File: src/rtl/ram_access_ctrl_pkg.sv
// Shared defaults and FSM state encoding for the burst RAM access controller.
package ram_access_ctrl_pkg;

  localparam int ADDR_W_DEF = 9;
  localparam int DATA_W_DEF = 32;
  localparam int LEN_W_DEF  = 4;

  typedef enum logic [2:0] {
    IDLE,
    RD_ISSUE,
    RD_CAPT,
    RD_HOLD,
    WR_DATA
  } state_t;

endpackage

File: src/rtl/ram_access_ctrl_if.sv
// Request, write-beat and read-beat handshakes between a host and the controller.
interface ram_access_ctrl_if
  import ram_access_ctrl_pkg::*;
#(
  parameter int ADDR_W = ADDR_W_DEF,
  parameter int DATA_W = DATA_W_DEF,
  parameter int LEN_W  = LEN_W_DEF
) ();

  logic              req_valid;
  logic              req_ready;
  logic              req_write;
  logic [ADDR_W-1:0] req_addr;
  logic [LEN_W-1:0]  req_len;
  logic              wdata_valid;
  logic              wdata_ready;
  logic [DATA_W-1:0] wdata;
  logic              rdata_valid;
  logic              rdata_ready;
  logic [DATA_W-1:0] rdata;
  logic              done;

  modport master (
    output req_valid, req_write, req_addr, req_len, wdata_valid, wdata, rdata_ready,
    input  req_ready, wdata_ready, rdata_valid, rdata, done
  );

  modport slave (
    input  req_valid, req_write, req_addr, req_len, wdata_valid, wdata, rdata_ready,
    output req_ready, wdata_ready, rdata_valid, rdata, done
  );

endinterface

File: src/rtl/ram_access_ctrl.sv
// Burst controller in front of a synchronous single-port RAM: 1..16 word bursts,
// reads at one word per three cycles, writes at one word per cycle.
module ram_access_ctrl
  import ram_access_ctrl_pkg::*;
#(
  parameter int ADDR_W = ADDR_W_DEF,
  parameter int DATA_W = DATA_W_DEF,
  parameter int LEN_W  = LEN_W_DEF
) (
  input  logic              clk,
  input  logic              reset_n,
  ram_access_ctrl_if.slave  bus,
  output logic              ram_write,
  output logic [ADDR_W-1:0] ram_addr,
  output logic [DATA_W-1:0] ram_d,
  input  logic [DATA_W-1:0] ram_q
);

  state_t            state;
  logic [ADDR_W-1:0] cur_addr;
  logic [LEN_W-1:0]  count;
  logic [DATA_W-1:0] rdata_r;
  logic              rdata_valid_r;
  logic              done_r;

  assign bus.req_ready   = (state == IDLE);
  assign bus.wdata_ready = (state == WR_DATA);
  assign bus.rdata_valid = rdata_valid_r;
  assign bus.rdata       = rdata_r;
  assign bus.done        = done_r;

  // Write strobe is combinational so an asserted reset kills it immediately.
  assign ram_addr  = cur_addr;
  assign ram_write = (state == WR_DATA) && bus.wdata_valid;
  assign ram_d     = bus.wdata;

  always_ff @(posedge clk or negedge reset_n) begin
    if (!reset_n) begin
      state         <= IDLE;
      cur_addr      <= '0;
      count         <= '0;
      rdata_r       <= '0;
      rdata_valid_r <= 1'b0;
      done_r        <= 1'b0;
    end else begin
      done_r <= 1'b0;
      case (state)
        IDLE: begin
          if (bus.req_valid) begin
            cur_addr <= bus.req_addr;
            count    <= bus.req_len;
            state    <= bus.req_write ? WR_DATA : RD_ISSUE;
          end
        end
        RD_ISSUE: state <= RD_CAPT;
        RD_CAPT: begin
          rdata_r       <= ram_q;
          rdata_valid_r <= 1'b1;
          state         <= RD_HOLD;
        end
        RD_HOLD: begin
          if (bus.rdata_ready) begin
            rdata_valid_r <= 1'b0;
            if (count == '0) begin
              state  <= IDLE;
              done_r <= 1'b1;
            end else begin
              cur_addr <= cur_addr + ADDR_W'(1);
              count    <= count - LEN_W'(1);
              state    <= RD_ISSUE;
            end
          end
        end
        // Address wraps naturally at the top of the RAM.
        WR_DATA: begin
          if (bus.wdata_valid) begin
            if (count == '0) begin
              state  <= IDLE;
              done_r <= 1'b1;
            end else begin
              cur_addr <= cur_addr + ADDR_W'(1);
              count    <= count - LEN_W'(1);
            end
          end
        end
        default: state <= IDLE;
      endcase
    end
  end

endmodule

File: src/flat_wrapper.sv
// flat-port wrapper written by rule: the top's interface ports become plain ports
module ram_access_ctrl_flat import ram_access_ctrl_pkg::*;
#(
  parameter int ADDR_W = ADDR_W_DEF,
  parameter int DATA_W = DATA_W_DEF,
  parameter int LEN_W  = LEN_W_DEF
)
  (clk, reset_n, ram_write, ram_addr, ram_d, ram_q, bus_req_valid, bus_req_write, bus_req_addr, bus_req_len, bus_wdata_valid, bus_wdata, bus_rdata_ready, bus_req_ready, bus_wdata_ready, bus_rdata_valid, bus_rdata, bus_done);
  ram_access_ctrl_if #(.ADDR_W(ADDR_W), .DATA_W(DATA_W), .LEN_W(LEN_W)) bus_i ();
  input  logic clk;
  input  logic reset_n;
  output logic ram_write;
  output logic [ADDR_W-1:0] ram_addr;
  output logic [DATA_W-1:0] ram_d;
  input  logic [DATA_W-1:0] ram_q;
  input wire logic [$bits(bus_i.req_valid)-1:0] bus_req_valid;
  input wire logic [$bits(bus_i.req_write)-1:0] bus_req_write;
  input wire logic [$bits(bus_i.req_addr)-1:0] bus_req_addr;
  input wire logic [$bits(bus_i.req_len)-1:0] bus_req_len;
  input wire logic [$bits(bus_i.wdata_valid)-1:0] bus_wdata_valid;
  input wire logic [$bits(bus_i.wdata)-1:0] bus_wdata;
  input wire logic [$bits(bus_i.rdata_ready)-1:0] bus_rdata_ready;
  output wire logic [$bits(bus_i.req_ready)-1:0] bus_req_ready;
  output wire logic [$bits(bus_i.wdata_ready)-1:0] bus_wdata_ready;
  output wire logic [$bits(bus_i.rdata_valid)-1:0] bus_rdata_valid;
  output wire logic [$bits(bus_i.rdata)-1:0] bus_rdata;
  output wire logic [$bits(bus_i.done)-1:0] bus_done;
  assign bus_i.req_valid = bus_req_valid;
  assign bus_i.req_write = bus_req_write;
  assign bus_i.req_addr = bus_req_addr;
  assign bus_i.req_len = bus_req_len;
  assign bus_i.wdata_valid = bus_wdata_valid;
  assign bus_i.wdata = bus_wdata;
  assign bus_i.rdata_ready = bus_rdata_ready;
  assign bus_req_ready = bus_i.req_ready;
  assign bus_wdata_ready = bus_i.wdata_ready;
  assign bus_rdata_valid = bus_i.rdata_valid;
  assign bus_rdata = bus_i.rdata;
  assign bus_done = bus_i.done;
  ram_access_ctrl #(.ADDR_W(ADDR_W), .DATA_W(DATA_W), .LEN_W(LEN_W)) u_core (.clk(clk), .reset_n(reset_n), .bus(bus_i), .ram_write(ram_write), .ram_addr(ram_addr), .ram_d(ram_d), .ram_q(ram_q));
endmodule
File: config.mk
export PLATFORM = sky130hd
export DESIGN_NAME = ram_access_ctrl_flat
export DESIGN_NICKNAME = d
export VERILOG_FILES = /design/src/rtl/ram_access_ctrl_pkg.sv /design/src/rtl/ram_access_ctrl_if.sv /design/src/rtl/ram_access_ctrl.sv /design/src/flat_wrapper.sv
export SDC_FILE = /design/constraint.sdc
export NUM_CORES = 1
export LEC_CHECK = 0
export BUFFER_PORTS_ARGS = -buffer_cell sky130_fd_sc_hd__buf_2
export CAP_MARGIN = 40
export CORE_MARGIN = 8
export CORE_UTILIZATION = 39
export CTS_CLUSTER_SIZE = 40
export DETAILED_ROUTE_END_ITERATION = 7
export GPL_TIMING_DRIVEN = 1
export PLACE_DENSITY = 0.77
export RECOVER_POWER = 25
export SKIP_CTS_REPAIR_TIMING = 1
export SLEW_MARGIN = 20
export SYNTH_ARGS = -nofsm -noshare
export SYNTH_HDL_FRONTEND = slang
export SYNTH_SLANG_ARGS = --single-unit
File: constraint.sdc
create_clock -name clk -period 2 [get_ports clk]
set_clock_uncertainty 0.2 [all_clocks]
set_input_delay 0.1 -clock clk [delete_from_list [all_inputs] [get_ports clk]]
set_output_delay 0.1 -clock clk [all_outputs]
set_load 0.02 [all_outputs]
==> flow_metrics.tcl, run 1 <==
set metrics [dict create \
    path_cells "or3b_4 -> inv_2 -> and2_1 -> buf_2" \
    endpoint_kind "primary output" \
    synth_edf_count 0 \
    outcome "finished, final reports clean" \
    die_w_um 97.32 \
    worstMarginPinSlew_ps 806.4 \
    rows 29 \
    crit_family "simple AND/OR/NAND/NOR gates" \
    synthMostInstantiatedCell "dfrtp_1" \
    period_needed_ps 1898 \
    grt_pass1_vias 1996 \
    grt_use_total_pct 12.17 \
    p_sw_share_pct 40.69 \
    synthArstFlopShare_pct 100.0 \
    hp-class "input port to primary output" \
    hpwl_mm 4.628 \
    syn_area_um2 2579 \
    area_growth_pct 38.33 \
    io_buffers 96 \
    cts_num_sinks 50 \
    pwr-share-clk_pct 12.6 \
    worst_hold_slack_ps 0.007758 \
    required_ps 1700 \
    drcViolationCount 0 \
    drt_iter0_drc 113 \
    routed_wl_mm 6.797 \
    avgSynthCellArea_um2 11.88 \
    synthTopCellsByArea "dfrtp_1 (49%), mux2_2 (16%), buf_4 (10%), a2bb2oi_1 (3.1%), buf_6 (1.7%)" \
    totalPowerFinal_mw 5.523 \
    layout-drive-gt1-share_pct 47.65 \
    cp_max_fo 6 \
    setup_tns_ps 0 \
    path_clk_slew_ps 90 \
    p_sw_mw 2.247 \
    start_kind "flip-flop" \
    pin_count 161 \
    ys_seq_area_share_pct 48.52 \
    ys_top_cells_by_count "dfrtp_1 (50), mux2_2 (36), buf_4 (35)" \
    insertion_delay_ps 300 \
    grt-ovfl-total 0 \
    grt_max_degree 34 \
    ir_drop_v 0.0008816 \
    worstPathArrival_ps 1600 \
    hold_viol 0 \
    cp_num_buf_inv 2 \
    cts_tree "done" \
    die_area_um2 9470 \
    setup_viol 0 \
    synth_cell_type_count 38 \
    syn-num-nets 302 \
    comb_power_share_pct 54.1 \
    place_congestion 0.8475 \
    antenna_left 0 \
    fin_crit_sh_pct 94.90 \
    final_nets 424 \
    p_leak_nw 1.656 \
    power_density_nw_per_um2 1548 \
    synth_seq_cells 50 \
    seqPwrFrac_pct 33.3 \
    cts_buffers 5 \
    initial_core_util_pct 40.38 \
    slew_headroom_pct 46.24 \
    synthFlopType "dfrtp_1" \
    synth_warnings 0 \
    cap_violations 0 \
    synth_top_area_share_pct 48.52 \
    antenna_found_initial 1 \
    synth_cells 217 \
    crit_slowest_cell "or3b_4" \
    clock_path_buffers 2 \
    ctsRootBufferMaster "clkbuf_8" \
    die-height_um 97.32 \
    core_um2 6386 \
    fmax_ghz 0.5269 \
    vias 2071 \
    htree_levels 2 \
    internal-power_mw 3.276 \
    synth_top_area_cell "dfrtp_1" \
    worst-setup-path-type "flip-flop to primary output" \
    grt_pass1_wl_mm 9.784 \
    max_stage_delay_ps 450 \
    vias_per_cell 4.955 \
    firstDrtPassIters 4 \
    wl_per_cell_um 16.26 \
    slew_viol_final 0 \
]
## routing by layer
layer  track usage (%)  share of wire, %  vias to the layer above
met2             20.21                52                       78
li1                  -                 -                      988
met1             13.42                40                      990
met3             5.690               6.6                       15
met5                 0                 0                        -
met4             3.963               1.5                        0
## final cells by class
| type | count | area [um^2] |
|---|---|---|
| Timing Repair Buffer | 159 | 1091 |
| Fill cell | 547 | 2819 |
| Inverter | 3 | 11.26 |
| Multi-Input combinational cell | 120 | 1005 |
| Clock buffer | 6 | 72.57 |
| Sequential cell | 50 | 1251 |
| Clock inverter | 2 | 37.54 |
| Tap cell | 77 | 96.34 |
| Antenna cell | 1 | 2.502 |
## worst register-to-register path, stage by stage, from the launching register on
cell and delay (ps):
dfrtp_1 400, buf_4 160, mux2_2 340, a32oi_2 270, buf_6 200, a211oi_1 70
a2bb2oi_1 140
## through the flow
stage / worst slack [ps] / utilization [%] / instances / instance area, um^2
detailed placement: 60.40 / 46.16 / 360 / 2948
global route: -0.9188 / 55.86 / 418 / 3567
global placement: 123.7 / 46.16 / 360 / 2948
floorplan: 4.905 / - / 217 / 2579
finish: 102.1 / 55.86 / 418 / 3567
CTS: -56.45 / 47.88 / 368 / 3058
## final timing paths
kind / slack, ps / cells after the start / endpoint / start
min in group asynchronous: 200 / 2 / u_core.ram_addr[0] / reset_n
max in group asynchronous: 610 / 3 / u_core.ram_addr[8] / reset_n
min: 0.008 / 0 / ram_d[0] / bus_wdata[0]
min reg2reg: 280 / 1 / u_core.bus.rdata_valid / u_core.bus.rdata_valid
max reg2reg: 110 / 6 / u_core.ram_addr[3] / u_core.state[2]
max: 100 / 4 / ram_write / u_core.state[2]
## state kept, by name, indices dropped and copies added, names as in the netlist
signal and count:
u_core.bus.done 1, u_core.bus.rdata 32, u_core.bus.rdata_valid 1, u_core.count 4, u_core.ram_addr 9, u_core.state 3
## placed cells by master (no fill, tap or decap), types with 4 or more instances in the layout
master	n
a211oi_1	5
a21oi_1	7
a2bb2oi_1	9
buf_2	95
buf_4	12
clkbuf_8	5
dfrtp_1	50
dlygate4sd3_1	49
mux2_2	36
mux2i_1	4
nand2_1	8
nand3_1	4
nor3_1	7
o21ai_0	5
o22ai_1	4
## cell families after synthesis
kind of cell	count (synthesis)	synth area share (%)
AOI/OAI and AO/OA	40	11.55
muxes	40	17.27
and+or+nand+nor	38	8.346
DFF	50	48.52
buffers and inverters	47	13.34
adders and majority gates	2	0.9702
## power groups by stage
stage | logic, mW | registers, mW | clock network (mW)
final | 2.99 | 1.84 | 0.695
after global routing | 3.22 | 1.91 | 0.765
after CTS | 2.92 | 1.82 | 0.729
after detailed placement | 2.91 | 1.85 | 0
after global placement | 2.86 | 1.82 | 0
after floorplan | 1.58 | 2.36 | 0
No activity file was read; power rests on OpenSTA's default activity.
==> run 2: changes to the inputs <==
CORE_UTILIZATION = 40   (was 39)
PLACE_DENSITY = 0.76   (was 0.77)
clock period = 2.4 ns   (was 2 ns; I/O delays follow)
==> flow_metrics.tcl, run 2 (synthesis gave the netlist of run 1 again) <==
set metrics [dict create \
    hold_viol 1 \
    ir_drop_v 0.0007221 \
    pwr-share-clk_pct 13.3 \
    grt-ovfl-total 0 \
    path_clk_slew_ps 90 \
    cap_violations 0 \
    setup_tns_ps 0 \
    worst-setup-path-type "flip-flop to primary output" \
    die_area_um2 9272 \
    setup_viol 0 \
    final_cell_mix "buf_2 (95), dfrtp_1 (50), dlygate4sd3_1 (47)" \
    core_um2 6277 \
    slew_headroom_pct 54.92 \
    ctsRootBufferMaster "clkbuf_8" \
    cp_max_fo 10 \
    comb_power_share_pct 52.8 \
    antenna_found_initial 0 \
    p_sw_mw 1.857 \
    die_w_um 96.29 \
    final_common_cell "buf_2" \
    period_needed_ps 2275 \
    dp_slack_ps 223.5 \
    p_leak_nw 1.617 \
    p_sw_share_pct 41.02 \
    cts_tree "done" \
    rows 29 \
    worstPathArrival_ps 1950 \
    internal-power_mw 2.671 \
    start_kind "flip-flop" \
    routed_wl_mm 6.771 \
    hp-class "input port to flip-flop" \
    required_ps 2080 \
    endpoint_kind "primary output" \
    violations "hold timing" \
    final_nets 416 \
    wl_per_cell_um 16.56 \
    hpwl_mm 4.694 \
    seqPwrFrac_pct 33.9 \
    die-height_um 96.29 \
    grt_pass1_wl_mm 8.797 \
    antennaDiodeCount 0 \
    area_growth_pct 34.84 \
    fmax_ghz 0.4396 \
    initial_core_util_pct 41.08 \
    io_buffers 96 \
    insertion_delay_ps 300 \
    outcome "finished, violations left" \
    rsz0062_at_grt "no" \
    largest_reg_flops 32 \
    pin_count 161 \
    layout-drive-gt1-share_pct 46.08 \
    firstDrtPassIters 4 \
    clock_path_buffers 2 \
    grt_use_total_pct 12.07 \
    fin_crit_sh_pct 94.78 \
    grt_max_degree 34 \
    drcViolationCount 0 \
    antenna_left 0 \
    cts_num_sinks 50 \
    setup_slack_ps 125.2 \
    cts_buffers 5 \
    vias_per_cell 4.956 \
    htree_levels 2 \
    power_density_nw_per_um2 1302 \
    place_congestion 0.8280 \
    grt_pass1_vias 1840 \
    vias 2027 \
    drt_iter0_drc 94 \
    worst_hold_slack_ps -14.44 \
    slew_viol_final 0 \
    worstMarginPinSlew_ps 676.2 \
]
[run 2: layer usage]
layer,GRT usage (%),up-vias,share of wire [%]
li1,-,979,-
met1,13.87,961,39
met2,20.09,78,52
met3,4.602,9,7.9
met4,4.288,0,1.3
met5,0,-,0
[run 2: cell type report]
class	count	area, um^2
clock inverters	3	43.79
flip-flops and latches	50	1251
inverters	3	11.26
repair buffers	151	1020
well taps	77	96.34
fillers	551	2800
multi-input cells	120	985.9
clock buffers	5	68.82
[run 2: worst paths after layout]
| check | startpoint | end | slack [ps] | cells past startpoint |
|---|---|---|---|---|
| setup / recovery | u_core.state[2] | ram_write | 130 | 4 |
| hold / removal | bus_req_len[3] | u_core.count[3] | -10 | 3 |
| setup reg to reg | u_core.state[2] | u_core.count[1] | 190 | 4 |
| hold reg to reg | u_core.bus.rdata_valid | u_core.bus.rdata_valid | 290 | 1 |
| max in group asynchronous | reset_n | u_core.bus.rdata[18] | 720 | 3 |
| min in group asynchronous | reset_n | u_core.ram_addr[0] | 180 | 2 |
[run 2: through the flow]
step                cells  util [%]  power (mW)  cell area [um^2]  hold WS [ps]
finish                409     55.39       4.528              3477        -14.44
global route          409     55.39       4.830              3477         16.58
CTS                   362     48.16       4.513              3023        -505.0
detailed placement    354     46.36       3.908              2910        -166.8
global placement      353     46.04       3.828              2890         40.14
floorplan             217         -       3.278              2579        -375.6
[run 2: power groups by stage]
stage / Combinational (mW) / Sequential, mW / Clock [mW]
4_1_cts: 2.36 / 1.53 / 0.622
5_1_grt: 2.58 / 1.60 / 0.649
6_report: 2.39 / 1.54 / 0.601
3_3_place_gp: 2.31 / 1.52 / 0
2_1_floorplan: 1.31 / 1.97 / 0
3_5_place_dp: 2.36 / 1.55 / 0
[run 2: critical path, cell delays in order, from the launching register on]
cell     delay (ps)
dfrtp_1         500
or3b_1          580
inv_1           220
and2_1          170
buf_2           190
==> run 3: changes to the inputs <==
PLACE_DENSITY = unset   (was 0.76)
PLACE_DENSITY_LB_ADDON = 0.2   (was unset)
RECOVER_POWER = unset   (was 25)
==> flow_metrics.tcl, run 3 (synthesis gave the netlist of run 1 again) <==
set metrics [dict create \
    cp_max_fo 10 \
    setup_viol 0 \
    vias 2010 \
    cap_violations 0 \
    fin_cells 407 \
    hold_start "bus_req_len[3]" \
    hp-class "input port to flip-flop" \
    drcViolationCount 0 \
    vias_per_cell 4.939 \
    grt-ovfl-total 0 \
    fmax_ghz 0.4664 \
    cts_num_sinks 50 \
    clock_path_buffers 2 \
    cts_buffers 5 \
    pin_count 161 \
    die_area_um2 9272 \
    endpoint_kind "primary output" \
    firstDrtPassIters 4 \
    worstPathArrival_ps 1820 \
    worstMarginPinSlew_ps 713.4 \
    largest_reg_flops 32 \
    period_needed_ps 2144 \
    core_um2 6277 \
    antenna_left 0 \
    routed_wl_mm 6.547 \
    p_leak_nw 1.602 \
    wl_per_cell_um 16.09 \
    worst_hold_slack_ps -18.95 \
    grt_pass1_vias 1899 \
    final_area_um2 3446 \
    antenna_found_initial 0 \
    setup_slack_ps 255.8 \
    slew_viol_final 0 \
    die-height_um 96.29 \
    layout-drive-gt1-share_pct 47.27 \
    drt_iter0_drc 72 \
    ir_drop_v 0.0005968 \
    setup_tns_ps 0 \
    fin_crit_sh_pct 89.34 \
    rows 29 \
    grt_max_degree 34 \
    dp_slack_ps 256.9 \
    cts_tree "done" \
    initial_core_util_pct 41.08 \
    placed_cells 355 \
    r2r_start "u_core.state[2]" \
    antennaDiodeCount 0 \
    insertion_delay_ps 300 \
    violations "hold timing" \
    ctsRootBufferMaster "clkbuf_8" \
    final_common_cell "buf_2" \
    hold_viol 3 \
    reg2reg_depth 4 \
    whs_path_depth 3 \
    worst-r2r-setup-slack_ps 380 \
    totalPowerFinal_mw 4.447 \
    start_kind "flip-flop" \
    grt_pass1_wl_mm 9.425 \
    power_density_nw_per_um2 1291 \
    area_growth_pct 33.62 \
    n_fill_cell 566 \
    worst-setup-path-type "flip-flop to primary output" \
    io_buffers 96 \
    place_congestion 0.8142 \
    crit_start "u_core.state[2]" \
    htree_levels 2 \
    hpwl_mm 4.753 \
    die_w_um 96.29 \
    final_core_utilization_pct 54.89 \
    final_nets 414 \
    placed_area_um2 2910 \
    slew_headroom_pct 52.44 \
    reg2reg_to "u_core.ram_addr[1]" \
    worstHoldEndpoint "u_core.count[3]" \
    outcome "finished, violations left" \
    rsz0062_at_grt "no" \
    path_clk_slew_ps 90 \
    final_cell_mix "buf_2 (96), dfrtp_1 (50), dlygate4sd3_1 (44)" \
    grt_use_total_pct 12.88 \
    required_ps 2080 \
]
==> run 3: changes by cell type in the layout (fill, tap and decap cells not counted), sizes merged <==
cell / before / now
buf: 102 / 105
bufinv: 1 / 0
clkbuf: 7 / 5
clkinv: 1 / 0
clkinvlp: 0 / 2
dlygate4sd3: 47 / 44
==> run 3: final cells by class <==
cell class / count / area, um^2 / share of cell area (%)
sequential: 50 / 1251 / 36.31
tap: 77 / 96.34 / 2.796
multi-input combinational: 120 / 993.5 / 28.83
timing repair buffer: 149 / 1001 / 29.05
clock inverter: 3 / 23.77 / 0.6899
inverter: 3 / 11.26 / 0.3268
clock buffer: 5 / 68.82 / 1.997
==> run 3: how the worst max path moves through the flow <==
stage,to,slack [ps],depth (start not counted)
after floorplan,u_core.ram_addr[1],400,6
after global placement,u_core.ram_addr[1],310,4
after detailed placement,u_core.ram_addr[1],260,4
after CTS,ram_write,90,4
after global routing,ram_write,130,4
final,ram_write,260,4
==> run 3: metal layers <==
layer | part of all wire [%] | global-route usage (%) | up-vias
met1 | 40 | 15.46 | 954
met4 | 2.1 | 5.801 | 0
met2 | 51 | 21.17 | 69
met5 | 0 | 0 | -
met3 | 7.3 | 3.432 | 17
li1 | - | - | 970
==> run 3: critical path: stages (launching register included) <==
cell     delay [ps]
dfrtp_1         500
or3b_4          510
inv_1           160
and2_1          170
buf_2           190
==> run 3: power breakdown <==
group          internal [mW]  switching [mW]
Clock                  0.209           0.296
Sequential              1.26           0.271
Combinational           1.11            1.30
Total                   2.58            1.87
